File: src/rtl/cycle_ctrl_pkg.sv
// Shared encodings for the machine-cycle controller: state codes, beat
// constants and the one-hot test used to validate the beat ring.
package cycle_ctrl_pkg;

    typedef enum logic [1:0] {
        ST_IDLE  = 2'b00,
        ST_FETCH = 2'b01,
        ST_EXEC  = 2'b10,
        ST_WB    = 2'b11
    } state_e;

    localparam logic [3:0] B0 = 4'b1000;
    localparam logic [3:0] B1 = 4'b0100;
    localparam logic [3:0] B2 = 4'b0010;
    localparam logic [3:0] B3 = 4'b0001;

    // Zero and multi-bit patterns are both rejected.
    function automatic logic is_onehot4(input logic [3:0] v);
        return (v != 4'b0000) && ((v & (v - 4'b0001)) == 4'b0000);
    endfunction

endpackage

File: src/rtl/beat_check.sv
// Combinational one-hot validity test of the beat vector.
module beat_check
    import cycle_ctrl_pkg::*;
(
    input  logic [3:0] beat_i,
    output logic       valid_o
);

    assign valid_o = is_onehot4(beat_i);

endmodule

File: src/rtl/cycle_controller.sv
// Machine-cycle sequencer: steps IDLE/FETCH/EXEC/WB once per beat ring and
// decodes per-beat control strobes, with sticky halt and beat-fault flags.
module cycle_controller
    import cycle_ctrl_pkg::*;
#(
    parameter int COUNT_W = 16
) (
    input  logic               clk,
    input  logic               rst,
    input  logic [3:0]         T,
    input  logic               start,
    input  logic               stop,
    input  logic               step_mode,
    input  logic               halt_req,
    output logic [1:0]         state,
    output logic               mem_rd,
    output logic               ir_load,
    output logic               pc_inc,
    output logic               alu_en,
    output logic               reg_wr,
    output logic               running,
    output logic               halted,
    output logic               beat_err,
    output logic [COUNT_W-1:0] instr_count
);

    localparam logic [COUNT_W-1:0] CNT_ONE = COUNT_W'(1'b1);

    state_e             state_q, state_d;
    logic               start_pend_q, start_pend_d;
    logic               stop_pend_q, stop_pend_d;
    logic               halt_seen_q, halt_seen_d;
    logic               halted_q, halted_d;
    logic               beat_err_q, beat_err_d;
    logic [COUNT_W-1:0] count_q, count_d;
    logic               beat_ok_s;
    logic               start_eff_s;
    logic               stop_eff_s;
    logic               idle_s;

    beat_check u_beat_check (
        .beat_i  (T),
        .valid_o (beat_ok_s)
    );

    assign idle_s = (state_q == ST_IDLE);

    // Next-state, request bookkeeping and counter update.
    always_comb begin
        state_d      = state_q;
        halted_d     = halted_q;
        beat_err_d   = beat_err_q;
        count_d      = count_q;
        start_eff_s  = start_pend_q;
        stop_eff_s   = stop_pend_q;
        halt_seen_d  = halt_seen_q | ((state_q == ST_EXEC) & halt_req);

        // Stop dominates start; stop only has meaning while an instruction runs.
        if (stop) begin
            start_eff_s = 1'b0;
            stop_eff_s  = stop_pend_q | ~idle_s;
        end else if (start && idle_s) begin
            start_eff_s = 1'b1;
        end else begin
            start_eff_s = start_pend_q;
        end
        start_pend_d = start_eff_s;
        stop_pend_d  = stop_eff_s;

        if (!beat_ok_s) begin
            state_d      = ST_IDLE;
            beat_err_d   = 1'b1;
            start_pend_d = 1'b0;
            stop_pend_d  = 1'b0;
            halt_seen_d  = 1'b0;
        end else if (T == B3) begin
            case (state_q)
                ST_IDLE: begin
                    if (start_eff_s && !halted_q && !beat_err_q) begin
                        state_d      = ST_FETCH;
                        start_pend_d = 1'b0;
                    end else begin
                        state_d = ST_IDLE;
                    end
                end
                ST_FETCH: state_d = ST_EXEC;
                ST_EXEC:  state_d = ST_WB;
                ST_WB: begin
                    count_d     = count_q + CNT_ONE;
                    halt_seen_d = 1'b0;
                    stop_pend_d = 1'b0;
                    if (stop_eff_s || step_mode || halt_seen_q) begin
                        state_d  = ST_IDLE;
                        halted_d = halted_q | halt_seen_q;
                    end else begin
                        state_d = ST_FETCH;
                    end
                end
                default: state_d = ST_IDLE;
            endcase
        end else begin
            state_d = state_q;
        end
    end

    // State and flag registers.
    always_ff @(posedge clk or posedge rst) begin
        if (rst) begin
            state_q      <= ST_IDLE;
            start_pend_q <= 1'b0;
            stop_pend_q  <= 1'b0;
            halt_seen_q  <= 1'b0;
            halted_q     <= 1'b0;
            beat_err_q   <= 1'b0;
            count_q      <= '0;
        end else begin
            state_q      <= state_d;
            start_pend_q <= start_pend_d;
            stop_pend_q  <= stop_pend_d;
            halt_seen_q  <= halt_seen_d;
            halted_q     <= halted_d;
            beat_err_q   <= beat_err_d;
            count_q      <= count_d;
        end
    end

    // Strobe decode from registered state and current beat.
    always_comb begin
        mem_rd  = 1'b0;
        ir_load = 1'b0;
        pc_inc  = 1'b0;
        alu_en  = 1'b0;
        reg_wr  = 1'b0;
        if (!beat_err_q) begin
            case (state_q)
                ST_FETCH: begin
                    mem_rd  = (T == B0);
                    ir_load = (T == B1);
                    pc_inc  = (T == B2);
                end
                ST_EXEC: alu_en = (T == B1);
                ST_WB:   reg_wr = (T == B1);
                default: mem_rd = 1'b0;
            endcase
        end else begin
            mem_rd = 1'b0;
        end
    end

    assign state       = state_q;
    assign running     = ~idle_s;
    assign halted      = halted_q;
    assign beat_err    = beat_err_q;
    assign instr_count = count_q;

endmodule

File: config.mk
export PLATFORM = sky130hd
export DESIGN_NAME = cycle_controller
export DESIGN_NICKNAME = d
export VERILOG_FILES = /design/src/rtl/cycle_ctrl_pkg.sv /design/src/rtl/beat_check.sv /design/src/rtl/cycle_controller.sv
export SDC_FILE = /design/constraint.sdc
export NUM_CORES = 1
export LEC_CHECK = 0
export ABC_AREA = 1
export BUFFER_PORTS_ARGS = -buffer_cell sky130_fd_sc_hd__buf_2
export CAP_MARGIN = 20
export CELL_PAD_IN_SITES_DETAIL_PLACEMENT = 1
export CELL_PAD_IN_SITES_GLOBAL_PLACEMENT = 2
export CORE_MARGIN = 4
export CORE_UTILIZATION = 31
export DETAILED_ROUTE_END_ITERATION = 8
export HOLD_SLACK_MARGIN = 0.15
export PLACE_DENSITY = 0.91
export SETUP_SLACK_MARGIN = 0.5
export SLEW_MARGIN = 20
export SYNTH_ARGS = -nofsm -noshare
export SYNTH_HDL_FRONTEND = slang
export SYNTH_HIERARCHICAL = 1
export SYNTH_SLANG_ARGS = --single-unit
File: constraint.sdc
create_clock -name clk -period 2.8 [get_ports clk]
set_clock_uncertainty 0.05 [all_clocks]
set_input_delay 0.14 -clock clk [delete_from_list [all_inputs] [get_ports clk]]
set_output_delay 0.14 -clock clk [all_outputs]
set_load 0.02 [all_outputs]
[Word level (Yosys, flattened, before mapping)]
Index checks and enable logic that the tools add are counted.
Word-level totals
  logic and storage cells: 64
  output and inout port bits: 26
  register bits: 23
  bits of input ports: 10
Cells by class
  add/sub/neg operators: 2
  reductions and logical operators: 13
  muxes and demuxes: 28
  equal/unequal tests: 8
  bitwise operators: 6
Operators with widths (number)
  1-bit 2-to-1 mux: 25
  16-bit by 1-bit adder with 16-bit output (second input constant): 1
  2-bit one-hot mux with 4 select lines: 1
  4-bit bitwise AND: 1
  2-bit equality test (second input constant): 2
  4-bit by 1-bit equality test with 1-bit output (second input constant): 1
  4-bit by 2-bit equality test with 1-bit output (second input constant): 1
  4-bit by 3-bit equality test with 1-bit output (second input constant): 1
  4-bit equality test (second input constant): 1
  1-bit logical AND: 4
  4-bit logical NOT: 1
  2-bit 2-to-1 mux: 2
  4-bit AND reduction: 1
  4-bit nonzero test: 1
  4-bit by 1-bit subtractor with 4-bit output (second input constant): 1
  1-bit bitwise OR: 3
  3-bit AND reduction: 1
  2-bit by 1-bit equality test with 1-bit output (second input constant): 1
  1-bit logical NOT: 2
  2-bit logical NOT: 1
  1-bit logical OR: 2
  2-bit by 1-bit != test with 1-bit output (second input constant): 1
  1-bit bitwise AND: 1
  1-bit inverter: 1

[Longest topological paths before layout]
  word-level depth: 10
  mapped depth: 9

[Modules after synthesis]
The synthesis kept the hierarchy.
By module, submodules not included
  cycle_controller: cells each 173, area an instance 1348.8 µm², instances 1, sequential area each 575.6 µm²
  beat_check: cells each 14, area an instance 53.8 µm², instances 1, sequential area each 0.0 µm²

[Worst setup path after synthesis]
No wires, ideal clock.
  path type: register to output
  start: register state_q[1] (netlist: state[1])
  end: output port mem_rd
  stages on the path, launching flop included: 5
  arrival time: 1.507 ns
  slack: 1.103 ns
  data required time: 2.610 ns
  path buffers: 0
  cells stage by stage: dfrtp_1 -> inv_1 -> ha_1 -> nand2_1 -> nor4_1
Between the ends
  cells in the longest elaborated chain, start to end: 3
RTL lines
  from (decl): RTL line cycle_controller.sv:29  | state_e state_q, state_d;
  from (signal assigned): RTL line cycle_controller.sv:117  | state_q <= state_d;
  2-bit by 1-bit equality test with 1-bit output: RTL line cycle_controller.sv:135  | case (state_q)
  1-bit 2-to-1 mux: RTL line cycle_controller.sv:135
  1-bit 2-to-1 mux: RTL line cycle_controller.sv:134  | if (!beat_err_q) begin
  to (decl): RTL line cycle_controller.sv:16  | output logic mem_rd,
Every way passes these cells.

[Worst setup path in the final report]
Ends and elaborated chain as after synthesis.

==> flow_metrics.tcl <==
set metrics [dict create \
    status "completed" \
    critPathMaxFanout 4 \
    hold_viol_final 0 \
    met1_usage 0.1972 \
    insertedDiodeCount 0 \
    hp-start "start" \
    antenna_found_initial 0 \
    rows 24 \
    worst_pin_slew_ps 881.5 \
    port_buffers 35 \
    instances_no_fill 281 \
    cts_inserted_buffers 3 \
    reg2reg_from "state[0]" \
    pin_count 36 \
    grt_setup_unrepaired "false" \
    num_vias 1287 \
    busiest_layer "met2" \
    relSlewSlack 0.4117 \
    leakage_uw 0.0009291 \
    wl_per_cell_um 12.60 \
    post_cts_buffers 0 \
    h-tree-depth 1 \
    grt_util_all_layers 0.1410 \
    period_needed_ps 1695 \
    drtIter0Drc 44 \
    cts_root_buf "clkbuf_8" \
    netlist_area_um2 1403 \
    layout-drive-gt1-share 0.2052 \
    setup_viol 0 \
    dieArea_um2 5665 \
    cts_buffer_depth 2 \
    cts-resized-gates 0 \
    initial_core_util 0.3221 \
    routed_wl_um 3541 \
    ys.warnings.count 6 \
    drtPass1Iterations 3 \
    vias_per_cell 4.580 \
    setup_ws_ps 1105 \
    gr-usage-met3 0.02003 \
    yosysSeqAreaShare 0.4103 \
    comb_power_share 0.070 \
    tns_ps 0 \
    crit_type "reg -> out" \
    finalMaxSlewViolations 0 \
    final_common_cell "nand2_1" \
    arrival_ps 1500 \
    fmax_ghz 0.5901 \
    maxCapViolCount 0 \
    syn_nets 203 \
    hold_depth 5 \
    use_met2 0.2331 \
    power_density_nw_per_um2 339.0 \
    ys_ff_latch 23 \
    core_um2 4354 \
    swShare 0.2306 \
    place_ws_ps 853.3 \
    layout_common_cells "nand2_1 (57), buf_2 (35), nor2_1 (27), inv_1 (27), dfrtp_1 (23)" \
    grt_pass1_vias 1376 \
    gp_congestion 0.7533 \
    hold_class "in -> reg" \
    synth_flop_cell "dfrtp_1" \
    fp.dieW_um 75.27 \
    ctsHoldBuffers 3 \
    clk_latency_ps 260 \
    final_antenna_net_count 0 \
    place_hpwl_um 2865 \
    rr_worst_depth 8 \
    syn_inst 187 \
    required_ps 2610 \
    cts.sinks 23 \
    die_y_um 75.27 \
    synth_edf_count 0 \
    drc 0 \
    internal_power_uw 448.1 \
    synth_area_per_cell_um2 7.501 \
    overflow 0 \
    cts_tree "built" \
    grt_max_degree 24 \
    grt_pass1_wl_um 6182 \
    r2r_slack_ps 1270 \
    crit_path_end_kind "output pin" \
    synthArstFlopShare 1.000 \
    peakVddDrop_uv 133.2 \
    clockPowerShare 0.357 \
    whs_endpoint "start_pend_q" \
    worstReg2RegEnd "state[0]" \
    area_growth_pct 22.48 \
    startpoint_type "register" \
    seq_power_share 0.573 \
    layout.nets 246 \
    dp_cells 274 \
    layout_worst_path_cycle_share 0.6052 \
    power.switching_uw 134.3 \
    ys_types 20 \
    path_clk_slew_ps 80 \
]
==> kinds of logic after synthesis <==
kind of cell	after synthesis	synth area share
AND/OR/NAND/NOR	113	0.3791
buffers and inverters	27	0.07226
flip-flops	23	0.4103
AO/OA/AOI/OAI	11	0.04103
XOR/XNOR	7	0.04371
adder cells (fa/ha/maj)	6	0.05352
==> sequential cells by signal, summed over array words and instances, names as in the netlist <==
register,cells
instr_count,16
state,2
beat_err,1
halt_seen_q,1
halted,1
start_pend_q,1
stop_pend_q,1
==> power by group through the flow <==
| stage | Combinational (µW) | Clock [µW] | Sequential [µW] |
|---|---|---|---|
| 4_1_cts | 41.8 | 216 | 334 |
| 3_3_place_gp | 37.5 | 0 | 340 |
| 3_5_place_dp | 38.6 | 0 | 340 |
| 6_report | 40.9 | 208 | 334 |
| 2_1_floorplan | 21.9 | 0 | 340 |
| 5_1_grt | 47.4 | 230 | 334 |
==> Yosys cell counts, types with 2 or more instances <==
library cell / n / share of area
nor2_1: 27 / 0.072
a21oi_1: 5 / 0.018
ha_1: 6 / 0.054
nand3b_1: 2 / 0.011
nand4_1: 8 / 0.036
nand2_1: 57 / 0.15
xor2_1: 5 / 0.031
nor2_4: 5 / 0.040
nand2_2: 2 / 0.0089
o21ai_0: 4 / 0.014
xnor2_1: 2 / 0.012
dfrtp_1: 23 / 0.41
nor3_1: 3 / 0.011
inv_1: 27 / 0.072
nand3_1: 6 / 0.021
==> metrics by stage <==
| step | utilization | hold slack [ps] | total power (µW) | instance area [µm²] |
|---|---|---|---|---|
| after floorplan | - | 91.92 | 362.2 | 1403 |
| after global placement | 0.3773 | 322.8 | 377.6 | 1643 |
| after detailed placement | 0.3773 | 327.4 | 378.8 | 1643 |
| after CTS | 0.3945 | 219.9 | 591.4 | 1718 |
| after global routing | 0.3945 | 273.8 | 611.5 | 1718 |
| final | 0.3945 | 226.3 | 582.4 | 1718 |
==> critical path, stage by stage (launching register included) <==
cell	delay [ps]
dfrtp_1	410
inv_1	130
ha_1	200
nand2_1	80
nor4_1	220
buf_2	210
==> routing by layer <==
layer | routed length, µm | vias up
li1 | - | 672
met1 | 1774 | 590
met2 | 1622 | 21
met3 | 123 | 4
met4 | 21 | 0
met5 | 0 | -
==> worst max path at each step <==
stage | slack (ps) | cells after the start | end | start
5_1_grt | 910 | 10 | instr_count[8] | T[2]
6_report | 1110 | 5 | mem_rd | state[1]
3_5_place_dp | 850 | 10 | instr_count[15] | T[2]
3_3_place_gp | 950 | 10 | instr_count[15] | T[3]
2_1_floorplan | 1100 | 4 | mem_rd | state[1]
4_1_cts | 1070 | 5 | mem_rd | state[1]
==> cell type report <==
type                            count  area (µm²)
Multi-Input combinational cell    137       725.7
Clock buffer                        4       45.04
Sequential cell                    23       575.6
Inverter                           27       101.3
Fill cell                         561        2636
Tap cell                           52       65.06
Timing Repair Buffer               38       205.2
Power figures use the tool's default switching activity.
